## src/rtl/lc3b_types.sv

```systemverilog
// lc3b_types: shared word/line types, FSM state encoding and helper
// constants for the eviction write buffer.
package lc3b_types;

  typedef logic [15:0]  lc3b_word;
  typedef logic [127:0] lc3b_line;
  typedef logic [11:0]  lc3b_line_tag;

  typedef enum logic [1:0] {
    IDLE  = 2'd0,
    READ  = 2'd1,
    DRAIN = 2'd2,
    ACK   = 2'd3
  } ewb_state_t;

  // Idle-drain counter width; covers DRAIN_DELAY values 0..15.
  localparam int EWB_CNT_W = 4;

  // Clears the byte offset so an address compares/issues as a line address.
  localparam lc3b_word EWB_LINE_MASK = 16'hFFF0;

endpackage

```

## src/rtl/ewb_control.sv

```systemverilog
// ewb_control: request sequencing FSM and idle-drain counter for the
// eviction write buffer. Produces the next state plus one-cycle strobes the
// top level uses to update the entry and response registers.
// Optional feature: EWB_FORWARD_EN (read hits on the buffered line are
// answered from the buffer instead of draining first).
//
// state | meaning
// IDLE  | accepting upstream requests, counting idle cycles while dirty
// READ  | pmem_read outstanding for an upstream read miss
// DRAIN | pmem_write of the buffered line outstanding
// ACK   | one-cycle mem_resp to upstream
module ewb_control
  import lc3b_types::*;
#(
  parameter int DRAIN_DELAY = 2
) (
  input  logic       clk,
  input  logic       reset,
  input  logic       mem_read,
  input  logic       mem_write,
  input  logic       buf_valid,
  input  logic       buf_hit,
  input  logic       pmem_resp,
  output ewb_state_t next_state,
  output logic       buf_load,
  output logic       buf_clear,
  output logic       rdata_from_pmem,
  output logic       rdata_from_buf
);

`ifdef EWB_FORWARD_EN
  localparam bit FWD_EN = 1'b1;
`else
  localparam bit FWD_EN = 1'b0;
`endif

  localparam logic [EWB_CNT_W-1:0] DELAY_TC = DRAIN_DELAY[EWB_CNT_W-1:0];

  ewb_state_t           state_q, state_d;
  logic [EWB_CNT_W-1:0] idle_cnt_q, idle_cnt_d;
  logic                 drain_due;
  logic                 req_present;

  assign req_present = mem_read | mem_write;
  assign drain_due   = (idle_cnt_q == DELAY_TC);
  assign next_state  = state_d;

  // State register and idle-drain counter.
  always_ff @(posedge clk) begin
    if (reset) begin
      state_q    <= IDLE;
      idle_cnt_q <= '0;
    end else begin
      state_q    <= state_d;
      idle_cnt_q <= idle_cnt_d;
    end
  end

  // Next-state selection; a started DRAIN or READ ignores upstream until pmem_resp.
  always_comb begin
    state_d = state_q;
    case (state_q)
      IDLE: begin
        if (mem_write) begin
          state_d = (!buf_valid || buf_hit) ? ACK : DRAIN;
        end else if (mem_read) begin
          if (buf_hit) state_d = FWD_EN ? ACK : DRAIN;
          else         state_d = READ;
        end else if (buf_valid && drain_due) begin
          state_d = DRAIN;
        end
      end
      READ:    if (pmem_resp) state_d = ACK;
      DRAIN:   if (pmem_resp) state_d = IDLE;
      ACK:     state_d = IDLE;
      default: state_d = IDLE;
    endcase
  end

  // Datapath strobes and idle-drain count; any request or leaving IDLE clears the count.
  always_comb begin
    buf_load        = (state_q == IDLE) && mem_write && (!buf_valid || buf_hit);
    buf_clear       = (state_q == DRAIN) && pmem_resp;
    rdata_from_pmem = (state_q == READ) && pmem_resp;
    rdata_from_buf  = FWD_EN && (state_q == IDLE) && !mem_write && mem_read && buf_hit;
    idle_cnt_d      = '0;
    if ((state_q == IDLE) && buf_valid && !req_present && !drain_due)
      idle_cnt_d = idle_cnt_q + 1'b1;
  end

endmodule

```

## src/rtl/eviction_write_buffer.sv

```systemverilog
// eviction_write_buffer: single-line write buffer between the cache and
// physical memory. Holds one evicted line, coalesces writes to the same line
// and drains it after DRAIN_DELAY idle cycles or when a conflicting request
// needs memory. All outputs come straight from registers.
// Optional feature: EWB_FORWARD_EN (handled inside ewb_control).
module eviction_write_buffer
  import lc3b_types::*;
#(
  parameter int DRAIN_DELAY = 2
) (
  input  logic         clk,
  input  logic         reset,
  input  logic         mem_read,
  input  logic         mem_write,
  input  logic [15:0]  mem_address,
  input  logic [127:0] mem_wdata,
  output logic         mem_resp,
  output logic [127:0] mem_rdata,
  output logic         pmem_read,
  output logic         pmem_write,
  output logic [15:0]  pmem_address,
  output logic [127:0] pmem_wdata,
  input  logic         pmem_resp,
  input  logic [127:0] pmem_rdata
);

  logic         buf_valid_q, buf_valid_d;
  lc3b_line_tag buf_line_q, buf_line_d;
  lc3b_line     buf_data_q, buf_data_d;
  logic         mem_resp_q, mem_resp_d;
  lc3b_line     mem_rdata_q, mem_rdata_d;
  logic         pmem_read_q, pmem_read_d;
  logic         pmem_write_q, pmem_write_d;
  lc3b_word     pmem_address_q, pmem_address_d;
  lc3b_line     pmem_wdata_q, pmem_wdata_d;

  ewb_state_t   next_state;
  lc3b_word     req_line_addr;
  logic         buf_hit;
  logic         buf_load;
  logic         buf_clear;
  logic         rdata_from_pmem;
  logic         rdata_from_buf;

  assign req_line_addr = mem_address & EWB_LINE_MASK;
  assign buf_hit       = buf_valid_q && (req_line_addr == {buf_line_q, 4'b0000});

  ewb_control #(
    .DRAIN_DELAY (DRAIN_DELAY)
  ) u_ctrl (
    .clk             (clk),
    .reset           (reset),
    .mem_read        (mem_read),
    .mem_write       (mem_write),
    .buf_valid       (buf_valid_q),
    .buf_hit         (buf_hit),
    .pmem_resp       (pmem_resp),
    .next_state      (next_state),
    .buf_load        (buf_load),
    .buf_clear       (buf_clear),
    .rdata_from_pmem (rdata_from_pmem),
    .rdata_from_buf  (rdata_from_buf)
  );

  // Entry update, read-data capture and registered pmem/mem request outputs.
  always_comb begin
    buf_valid_d    = buf_valid_q;
    buf_line_d     = buf_line_q;
    buf_data_d     = buf_data_q;
    mem_rdata_d    = mem_rdata_q;
    pmem_address_d = pmem_address_q;
    pmem_wdata_d   = pmem_wdata_q;

    if (buf_load) begin
      buf_valid_d = 1'b1;
      buf_line_d  = req_line_addr[15:4];
      buf_data_d  = mem_wdata;
    end
    if (buf_clear) buf_valid_d = 1'b0;

    if (rdata_from_pmem)     mem_rdata_d = pmem_rdata;
    else if (rdata_from_buf) mem_rdata_d = buf_data_q;

    // The buffered line is stable through DRAIN and upstream holds its
    // address through READ, so reloading while the state holds is harmless.
    if (next_state == DRAIN) begin
      pmem_address_d = {buf_line_q, 4'b0000};
      pmem_wdata_d   = buf_data_q;
    end else if (next_state == READ) begin
      pmem_address_d = req_line_addr;
    end

    mem_resp_d   = (next_state == ACK);
    pmem_read_d  = (next_state == READ);
    pmem_write_d = (next_state == DRAIN);
  end

  // Entry and output registers; reset discards any buffered line or open transaction.
  always_ff @(posedge clk) begin
    if (reset) begin
      buf_valid_q    <= 1'b0;
      buf_line_q     <= '0;
      buf_data_q     <= '0;
      mem_resp_q     <= 1'b0;
      mem_rdata_q    <= '0;
      pmem_read_q    <= 1'b0;
      pmem_write_q   <= 1'b0;
      pmem_address_q <= '0;
      pmem_wdata_q   <= '0;
    end else begin
      buf_valid_q    <= buf_valid_d;
      buf_line_q     <= buf_line_d;
      buf_data_q     <= buf_data_d;
      mem_resp_q     <= mem_resp_d;
      mem_rdata_q    <= mem_rdata_d;
      pmem_read_q    <= pmem_read_d;
      pmem_write_q   <= pmem_write_d;
      pmem_address_q <= pmem_address_d;
      pmem_wdata_q   <= pmem_wdata_d;
    end
  end

  assign mem_resp     = mem_resp_q;
  assign mem_rdata    = mem_rdata_q;
  assign pmem_read    = pmem_read_q;
  assign pmem_write   = pmem_write_q;
  assign pmem_address = pmem_address_q;
  assign pmem_wdata   = pmem_wdata_q;

endmodule

```

## config.mk

```make
export PLATFORM = sky130hd
export DESIGN_NAME = eviction_write_buffer
export DESIGN_NICKNAME = d
export VERILOG_FILES = /design/src/rtl/lc3b_types.sv /design/src/rtl/ewb_control.sv /design/src/rtl/eviction_write_buffer.sv
export SDC_FILE = /design/constraint.sdc
export NUM_CORES = 1
export LEC_CHECK = 0
export ABC_AREA = 1
export BUFFER_PORTS_ARGS = -buffer_cell sky130_fd_sc_hd__clkbuf_2
export CAP_MARGIN = 20
export CELL_PAD_IN_SITES_DETAIL_PLACEMENT = 0
export CELL_PAD_IN_SITES_GLOBAL_PLACEMENT = 1
export CORE_MARGIN = 8
export CORE_UTILIZATION = 35
export DETAILED_ROUTE_END_ITERATION = 7
export PLACE_DENSITY = 0.87
export SYNTH_ARGS = -nofsm -noshare
export SYNTH_HDL_FRONTEND = slang
export SYNTH_HIERARCHICAL = 1
export SYNTH_SLANG_ARGS = --single-unit
export TNS_END_PERCENT = 10
```

## constraint.sdc

```tcl
create_clock -name clk -period 2.9 [get_ports clk]
set_input_delay 0.29 -clock clk [delete_from_list [all_inputs] [get_ports clk]]
set_output_delay 0.29 -clock clk [all_outputs]
set_load 0.02 [all_outputs]
```

# Yosys cells after proc, flatten, opt, wreduce, memory -nomap -nowiden
# Cells that the tools add are included.
# op_classes
addsub	1
eq_ne	8
muxes	10
bitwise_logic	2
reduce_logical	17
# ops
cell	count
16-bit two-way mux	2
12-bit equality test	1
2-bit two-way mux	6
1-bit logical AND	9
2-bit equality test (second input constant)	4
2-bit case mux with 4 select lines	1
4-bit by 1-bit adder with 4-bit output (second input constant)	1
2-bit by 1-bit equality test with 1-bit output (second input constant)	2
4-bit by 2-bit equality test with 1-bit output (second input constant)	1
2-bit OR reduction	2
1-bit logical NOT	3
2-bit logical NOT	1
2-bit nonzero test	1
1-bit logical OR	1
1-bit two-way mux	1
1-bit NOT	1
1-bit OR	1
# word_totals
reg_bits	418
input_bits	277
output_inout_bits	275
word_cells	49

# Logic depth before layout (Yosys ltp)
# Gate-level depths: netlist of the first run.
# depth
word_depth	9
ltp_mapped	21
mapped_depth_nobuf	20

# Hierarchy
# Netlist of the first run, hierarchy kept.
# by_module_without_submodules
mod	instances	cells_per_inst	area_each_um2
eviction_write_buffer	1	2157	15790.1
ewb_control	1	55	386.6

# Worst setup path before layout of the first run
# OpenSTA, ideal clock, no wires.
# synth_timing
path_type	register to register
from	register buf_line_q[6]
to	register pmem_wdata_q[112] (netlist: pmem_wdata[112])
t_arrival_ns	1.956
required_ns	2.767
setup_slack_ns	0.812
stages_incl_launch_ff	18
path_buffers	3
synth_period_minus_slack_ns	2.088
path_cell_list	dfxtp_1 inv_1 nand2_1 nand2_1 nor2_1 nand3_1 nor2_1 inv_1 nand2_1 nand2_1 nand2_1 nand2_1 inv_1 ha_1 buf_2 buf_2 clkbuf_1 a21oi_1
# synth_between
elab_chain_len	7
# synth_rtl
element	line	rtl
from (decl)	eviction_write_buffer.sv:28	lc3b_line_tag buf_line_q, buf_line_d;
from (signal assigned)	eviction_write_buffer.sv:112	buf_line_q <= buf_line_d;
12-bit equality test *	eviction_write_buffer.sv:46	assign buf_hit = buf_valid_q && (req_line_addr == {buf_line_q, 4'b0000});
1-bit logical AND *	eviction_write_buffer.sv:46	
named net buf_hit	eviction_write_buffer.sv:39	logic buf_hit;
2-bit two-way mux / 1-bit logical OR (equally long branches)	ewb_control.sv:67, ewb_control.sv:65	
2-bit two-way mux / 1-bit two-way mux (equally long branches)	ewb_control.sv:66, ewb_control.sv:65	
2-bit two-way mux *	ewb_control.sv:64	if (mem_write) begin
2-bit case mux with 4 select lines *	ewb_control.sv:62	case (state_q)
named net next_state[0]	eviction_write_buffer.sv:37	ewb_state_t next_state;
2-bit equality test *	-	
named net pmem_write_d	eviction_write_buffer.sv:33	logic pmem_write_q, pmem_write_d;
to (signal assigned)	eviction_write_buffer.sv:119	pmem_wdata_q <= pmem_wdata_d;
to (decl)	eviction_write_buffer.sv:35	lc3b_line pmem_wdata_q, pmem_wdata_d;
# Mark *: on every way through the listed nets, which the timed path passes. The rest lies on a longest branch.
# A chain may end at the register's enable or synchronous reset.

# Worst setup path after layout of the first run
# layout_timing
from	input mem_address[5]
to	register pmem_wdata_q[44] (netlist: pmem_wdata[44])
# layout_between
elab_chain_len	7
# layout_rtl
element	line	rtl
from (decl)	eviction_write_buffer.sv:15	input logic [15:0] mem_address,
12-bit equality test *	eviction_write_buffer.sv:46	
1-bit logical AND *	eviction_write_buffer.sv:46	
named net buf_hit	eviction_write_buffer.sv:39	
2-bit two-way mux / 1-bit logical OR (equally long branches)	ewb_control.sv:67, ewb_control.sv:65	
2-bit two-way mux / 1-bit two-way mux (equally long branches)	ewb_control.sv:66, ewb_control.sv:65	
2-bit two-way mux *	ewb_control.sv:64	
2-bit case mux with 4 select lines *	ewb_control.sv:62	
named net next_state[0]	eviction_write_buffer.sv:37	
2-bit equality test *	-	
named net pmem_write_d	eviction_write_buffer.sv:33	
# Marked as above.

==> impl_metrics.py, run 1 <==
metrics = {
    "critical_path": {
        "endpoint_kind": "register",
        "cp_cell_sequence": "dlygate4sd3_1 -> clkbuf_2 -> inv_1 -> o21ai_0 -> nor2_1 -> nand3_1 -> nor2_1 -> inv_1 -> nand2_1 -> nand2_1 -> nand2_1 -> nand2_1 -> inv_1 -> ha_4 -> buf_12 -> buf_16 -> o21ai_0 -> a21oi_1",
        "critical_path_depth": 18,
        "path_class": "in -> reg",
        "cpMaxStageDelayCell": "dlygate4sd3_1",
        "rrSetupSlack_ns": 0.35,
        "cp_top_family": "buffers and inverters",
        "slowest_delay_ns": 0.55,
        "rr_startpoint": "buf_line_q[6]$_SDFFE_PP0P_",
        "worstSetupStartpointType": "primary input",
        "crit_path_start": "mem_address[5]",
        "crit_path_end": "pmem_wdata[44]$_SDFFE_PP0P_",
        "crit_top_cell": "nand2_1",
        "reg2reg_depth": 17,
        "cp.required_ns": 3.40,
        "crit_buf_inv": 7,
        "path_max_fanout": 76,
        "critPathArrivalTime_ns": 3.09,
        "r2r-end": "pmem_wdata[44]$_SDFFE_PP0P_",
    },
    "timing": {
        "slew_headroom": -0.305,
        "fmaxAchievable_mhz": 387,
        "period_needed_ns": 2.59,
        "fin_crit_sh": 0.892,
        "setup_viol": 0,
        "rsz0062_at_grt": "false",
        "tns_ns": 0,
        "worstMarginPinSlew_ns": 1.95,
        "hold_violations": 0,
        "fin_skew_ns": 0.0262,
        "slew_violations": 71,
    },
    "floorplan": {
        "die_w_um": 231,
        "fp-row-count": 78,
        "die_h_um": 231,
        "die-area_um2": 53400,
        "start_util": 0.356,
        "core_area_um2": 45500,
        "ios": 552,
    },
    "place": {
        "gp_congestion": 0.838,
        "place_area_um2": 19300,
        "io_buffers": 543,
        "dp_hpwl_um": 39200,
    },
    "global_routing": {
        "grt_usage": 0.209,
        "antenna_found_initial": 1,
        "overflow": 0,
        "grt_pass1_vias": 16600,
        "grt_pass1_wl_um": 91500,
        "grt_max_degree": 129,
    },
    "detailed_routing": {
        "drtAntennaViolNets": 0,
        "routed_wl_um": 58500,
        "wl_per_cell_um": 16.7,
        "via_count": 16700,
        "vias_per_cell": 4.77,
        "dr.pass1.iters": 5,
        "drtIter0Drc": 1132,
        "route.detailed.drc": 0,
    },
    "clocking": {
        "clock_path_buffers": 3,
        "clk_latency_ns": 0.58,
        "clkSlewWorstSetupHoldPaths_ns": 0.06,
        "htree_levels": 2,
        "numCtsBuffers": 46,
        "clock-root-buffer": "clkbuf_16",
        "clock-sinks": 418,
        "cts_tree": "built",
    },
    "logic_synthesis": {
        "ys_top_cells_by_count": "505 x nand2_1, 418 x dfxtp_1, 302 x nor2_1, 294 x o21ai_0, 239 x inv_1",
        "synth_cell_types": 26,
        "synth_edf_count": 0,
        "ys_seq_area_frac": 0.517,
        "ys_warn_count": 6,
        "async_reset_ff_frac": 0,
        "synth_area_leaders": "dfxtp_1 52%, nand2_1 12%, o21ai_0 9.1%",
        "synth_top_area_share": 0.517,
        "ys.flop_type": "dfxtp_1",
        "syn_inst": 2212,
        "syn_avg_cell_area_um2": 7.31,
        "synth_area_leader_cell": "dfxtp_1",
        "yosys.cell_count.top_type": "nand2_1",
        "ys_seq_elements": 418,
        "syn_area_um2": 16200,
    },
    "cells_and_area": {
        "layout.nets": 3146,
        "areaGrowthSynthToFinish_pct": 41.1,
        "final_area_um2": 22800,
        "drive_gt1_frac": 0.228,
        "final_core_util": 0.502,
    },
    "outcome": {
        "failed_checks": "max-slew violations",
        "status": "finished, violations left",
    },
    "power_and_ir_drop": {
        "total_leakage_power_nw": 11.5,
        "cellPowerDensity_nw_per_um2": 798,
        "power_mw": 18.2,
        "peakVddDrop_v": 0.000496,
    },
    "job": {
        "drv_cap": 0,
    },
    "min_path": {
        "min_path_type": "in -> reg",
    },
}
## power breakdown
part / internal, mW / total [mW] / switching, mW
registers: 6.74 / 7.27 / 0.534
clock network: 3.75 / 6.17 / 2.43
logic: 1.60 / 4.76 / 3.16
## sequential cells by signal (all words and copies together) (netlist names), 2 cells and up
signal,flops
mem_rdata,128
buf_line_q,12
pmem_address,12
u_ctrl/state_q,2
pmem_wdata,128
u_ctrl/idle_cnt_q,4
buf_data_q,128
## layout by cell type, fill, tap and decap left out, types with 14 or more instances in the layout
| cell type | n |
|---|---|
| clkbuf_2 | 543 |
| dfxtp_1 | 418 |
| inv_1 | 237 |
| nand3_1 | 73 |
| buf_4 | 14 |
| o211ai_1 | 59 |
| clkbuf_16 | 47 |
| dlygate4sd3_1 | 186 |
| o21ai_0 | 294 |
| nor2_1 | 301 |
| a21oi_1 | 141 |
| nand2_1 | 505 |
## per-layer routing
layer,global-route usage,share of wire,up-vias
li1,-,-,8272
met1,0.253,0.41,7696
met2,0.354,0.48,612
met3,0.0522,0.072,133
met4,0.0804,0.038,0
met5,0,0,-
## through the flow
| stage | hold slack (ns) | instances | setup slack (ns) |
|---|---|---|---|
| floorplan | 0.352 | 2215 | 0.812 |
| global placement | 0.441 | 3230 | 0.461 |
| detailed placement | 0.472 | 3230 | 0.398 |
| CTS | 0.000513 | 3501 | 0.375 |
| global route | 0.0120 | 3502 | 0.0154 |
| finish | 0.0247 | 3503 | 0.314 |
## worst min-delay path by stage
stage,startpoint,end,cells after the start
2_1_floorplan,reset,u_ctrl/state_q[0]$_SDFF_PP0_,1
3_3_place_gp,u_ctrl/idle_cnt_q[0]$_SDFF_PP0_,u_ctrl/idle_cnt_q[0]$_SDFF_PP0_,1
3_5_place_dp,buf_data_q[121]$_SDFFE_PP0P_,buf_data_q[121]$_SDFFE_PP0P_,2
4_1_cts,mem_wdata[123],buf_data_q[123]$_SDFFE_PP0P_,3
5_1_grt,mem_wdata[120],buf_data_q[120]$_SDFFE_PP0P_,3
6_report,mem_address[7],buf_line_q[3]$_SDFFE_PP0P_,3
## repair_timing
action / CTS / global route
setup endpoints to repair: 0 / 1
buffers inserted: 0 / 0
hold endpoints to repair: 186 / 0
gates resized for setup: 0 / 1
hold buffers: 186 / 0
## tightest hold or removal path: stages
cell and delay, ns:
clkbuf_2 0.09, inv_1 0.09, a21oi_1 0.07
## cell type report
type	count	area, um2
Multi-Input combinational cell	1399	6250
Inverter	245	935
Clock buffer	64	1290
Clock inverter	21	314
Antenna cell	2	5.00
Sequential cell	418	8370
Fill cell	4365	22700
Timing Repair Buffer	754	4910
Tap cell	600	751
## cell families (layout without fill, tap and decap cells)
| kind of cell | count (synthesis) | count (layout) | synth area share |
|---|---|---|---|
| AND/OR/NAND/NOR | 890 | 890 | 0.215 |
| AO/OA/AOI/OAI | 495 | 495 | 0.163 |
| flip-flops | 418 | 418 | 0.517 |
| buffers and inverters | 398 | 1084 | 0.0985 |
| adder cells (fa/ha/maj) | 5 | 5 | 0.00387 |
| XOR/XNOR | 4 | 4 | 0.00217 |
| other | 2 | 7 | 0.000464 |
No activity file was read; power rests on OpenSTA's default activity.
==> inputs of run 2 (changes only) <==
Settings changed: CORE_UTILIZATION 35 to 32, PLACE_DENSITY 0.87 to 0.84.
Clock period 2.9 ns to 2.1 ns, I/O delays scaled along.
==> run 2 against run 1 <==
  * The run ends with max-slew violations, negative setup slack left
  * Sequential share of layout area decreased by 2.9 points
  * Design area increased by 8.6%
  * Utilization down 0.67 points
  * Die area is 8.7% higher
  * Setup slack lost 0.47 ns
  * Largest power group unchanged
  * Routed wire length is 6.0% higher
  * Critical path depth unchanged
  * Clock-buffer cell count rose by 5
  * Sequential power is 39% higher
  * Via count grew 5.2%
==> impl_metrics.py, run 2 (synthesized netlist as in run 1, its figures left out) <==
metrics = {
    "outcome": {
        "status": "finished, violations left",
        "failed_checks": "max-slew violations, negative setup slack",
    },
    "floorplan": {
        "fp-row-count": 82,
        "die_w_um": 241,
        "start_util": 0.323,
        "die-area_um2": 58000,
        "die_h_um": 241,
        "core_area_um2": 50100,
        "ios": 552,
    },
    "clocking": {
        "clkSlewWorstSetupHoldPaths_ns": 0.06,
        "clock-sinks": 418,
        "clk_latency_ns": 0.56,
        "clock_path_buffers": 3,
        "numCtsBuffers": 46,
        "clock-root-buffer": "clkbuf_16",
        "htree_levels": 2,
        "cts_tree": "built",
    },
    "timing": {
        "setup_slack_ns": -0.159,
        "setup_viol": 135,
        "rsz0062_at_grt": "true",
        "slew_headroom": -0.275,
        "tns_ns": -9.86,
        "slew_violations": 71,
        "worstMarginPinSlew_ns": 1.91,
        "hold_violations": 0,
        "period_needed_ns": 2.26,
        "fmaxAchievable_mhz": 443,
        "fin_skew_ns": 0.0156,
        "fin_crit_sh": 1.08,
    },
    "cells_and_area": {
        "final_cell_mix": "542 x clkbuf_2, 495 x nand2_1, 414 x dfxtp_1, 294 x nor2_1, 268 x dlygate4sd3_1",
        "layout.nets": 3303,
        "drive_gt1_frac": 0.258,
        "fin_cells": 3729,
        "layout_commonest_cell": "clkbuf_2",
        "areaGrowthSynthToFinish_pct": 53.2,
        "final_core_util": 0.495,
    },
    "critical_path": {
        "path_class": "reg -> reg",
        "critPathArrivalTime_ns": 2.71,
        "path_max_fanout": 8,
        "crit_buf_inv": 7,
        "cp_top_family": "simple AND/OR/NAND/NOR gates",
        "cp.required_ns": 2.55,
        "crit_top_cell": "nand2_2",
        "slowest_delay_ns": 0.35,
        "endpoint_kind": "register",
        "cpMaxStageDelayCell": "dfxtp_2",
        "cp_cell_sequence": "inv_2 -> nand2_2 -> o21ai_1 -> nor2_1 -> nand3_2 -> nor2_2 -> inv_1 -> nand2_1 -> nand2_1 -> nand2_2 -> nand2_2 -> inv_2 -> ha_4 -> buf_12 -> buf_12 -> buf_8 -> buf_6 -> a21oi_1",
        "worstSetupStartpointType": "register",
    },
    "power_and_ir_drop": {
        "peakVddDrop_v": 0.000814,
        "power_mw": 26.3,
        "total_leakage_power_nw": 12.3,
        "cellPowerDensity_nw_per_um2": 1060,
    },
    "global_routing": {
        "antenna_found_initial": 3,
        "grt_usage": 0.199,
        "grt_pass1_wl_um": 93700,
        "grt_max_degree": 111,
        "grt_pass1_vias": 17300,
        "overflow": 0,
    },
    "detailed_routing": {
        "wl_per_cell_um": 16.6,
        "dr.pass1.iters": 6,
        "route.detailed.drc": 0,
        "routed_wl_um": 62000,
        "via_count": 17600,
        "drtAntennaViolNets": 0,
        "vias_per_cell": 4.72,
        "drtIter0Drc": 1085,
    },
    "place": {
        "dp_cells": 3361,
        "io_buffers": 543,
        "gp_congestion": 0.891,
        "dp_hpwl_um": 41600,
    },
    "job": {
        "drv_cap": 0,
    },
    "min_path": {
        "min_path_type": "in -> reg",
    },
}
## run 2: cell count changes in the layout (fill, tap and decap cells not counted), moves of 12 or more
cell           previous run  this run
buf_4                    14        57
o21ai_1                   0       126
a21oi_2                   1        13
o21ai_2                   0        15
dlygate4sd3_1           186       268
o21ai_0                 294       151
a21oi_1                 141       129
## run 2: final cells by class
cell class,count,area (um2)
Antenna cell,3,7.51
Multi-Input combinational cell,1399,6430
Clock inverter,12,141
Tap cell,672,841
Clock buffer,69,1390
Inverter,245,942
Sequential cell,418,8380
Fill cell,4726,25300
Timing Repair Buffer,911,6660
## run 2: path summary, 6_finish.rpt
| check | slack [ns] | depth (start not counted) | endpoint | start |
|---|---|---|---|---|
| hold / removal | 0.04 | 5 | mem_rdata[20]$_SDFFE_PP0P_ | pmem_rdata[20] |
| setup / recovery | -0.16 | 18 | pmem_wdata[21]$_SDFFE_PP0P_ | buf_line_q[2]$_SDFFE_PP0P_ |
| hold reg to reg | 0.48 | 2 | pmem_wdata[40]$_SDFFE_PP0P_ | pmem_wdata[40]$_SDFFE_PP0P_ |
| setup reg to reg | -0.16 | 18 | pmem_wdata[21]$_SDFFE_PP0P_ | buf_line_q[2]$_SDFFE_PP0P_ |
## run 2: worst reg2reg max path, cell delays in order, from the launching register on
cell,delay (ns)
dfxtp_2,0.35
inv_2,0.04
nand2_2,0.04
o21ai_1,0.05
nor2_1,0.14
nand3_2,0.13
nor2_2,0.13
inv_1,0.05
nand2_1,0.07
nand2_1,0.07
nand2_2,0.08
nand2_2,0.06
inv_2,0.06
ha_4,0.28
buf_12,0.20
buf_12,0.16
buf_8,0.12
buf_6,0.10
a21oi_1,0.04
## run 2: timing repair
| action | 4_1_cts | 5_1_grt |
|---|---|---|
| buffers inserted | 1 | 8 |
| gates resized for setup | 40 | 204 |
| endpoints found under the setup margin | 139 | 263 |
| endpoints found under the hold margin | 272 | 0 |
| hold buffers | 268 | 0 |
| pin swaps | 10 | 21 |
| cloned | 3 | 5 |
## run 2: per-layer routing
layer,global-route usage,share of wire,vias up
met5,0,0,-
met4,0.0999,0.045,0
met3,0.0388,0.070,157
met2,0.339,0.48,673
met1,0.237,0.40,8150
li1,-,-,8605
## run 2: report_power, final
group / switching, mW / total, mW / internal, mW
clock network: 3.28 / 8.21 / 4.93
registers: 0.828 / 10.1 / 9.31
logic: 4.81 / 7.93 / 3.12
total: 8.92 / 26.3 / 17.4
## run 2: stage by stage
step,hold slack (ns),cell area (um2),setup WS [ns]
CTS,0.0000370,24300,-0.0716
finish,0.0398,24800,-0.159
global route,0.0415,24800,-0.315
detailed placement,0.443,20000,-0.334
global placement,0.434,20000,-0.318
floorplan,0.272,16200,0.0117
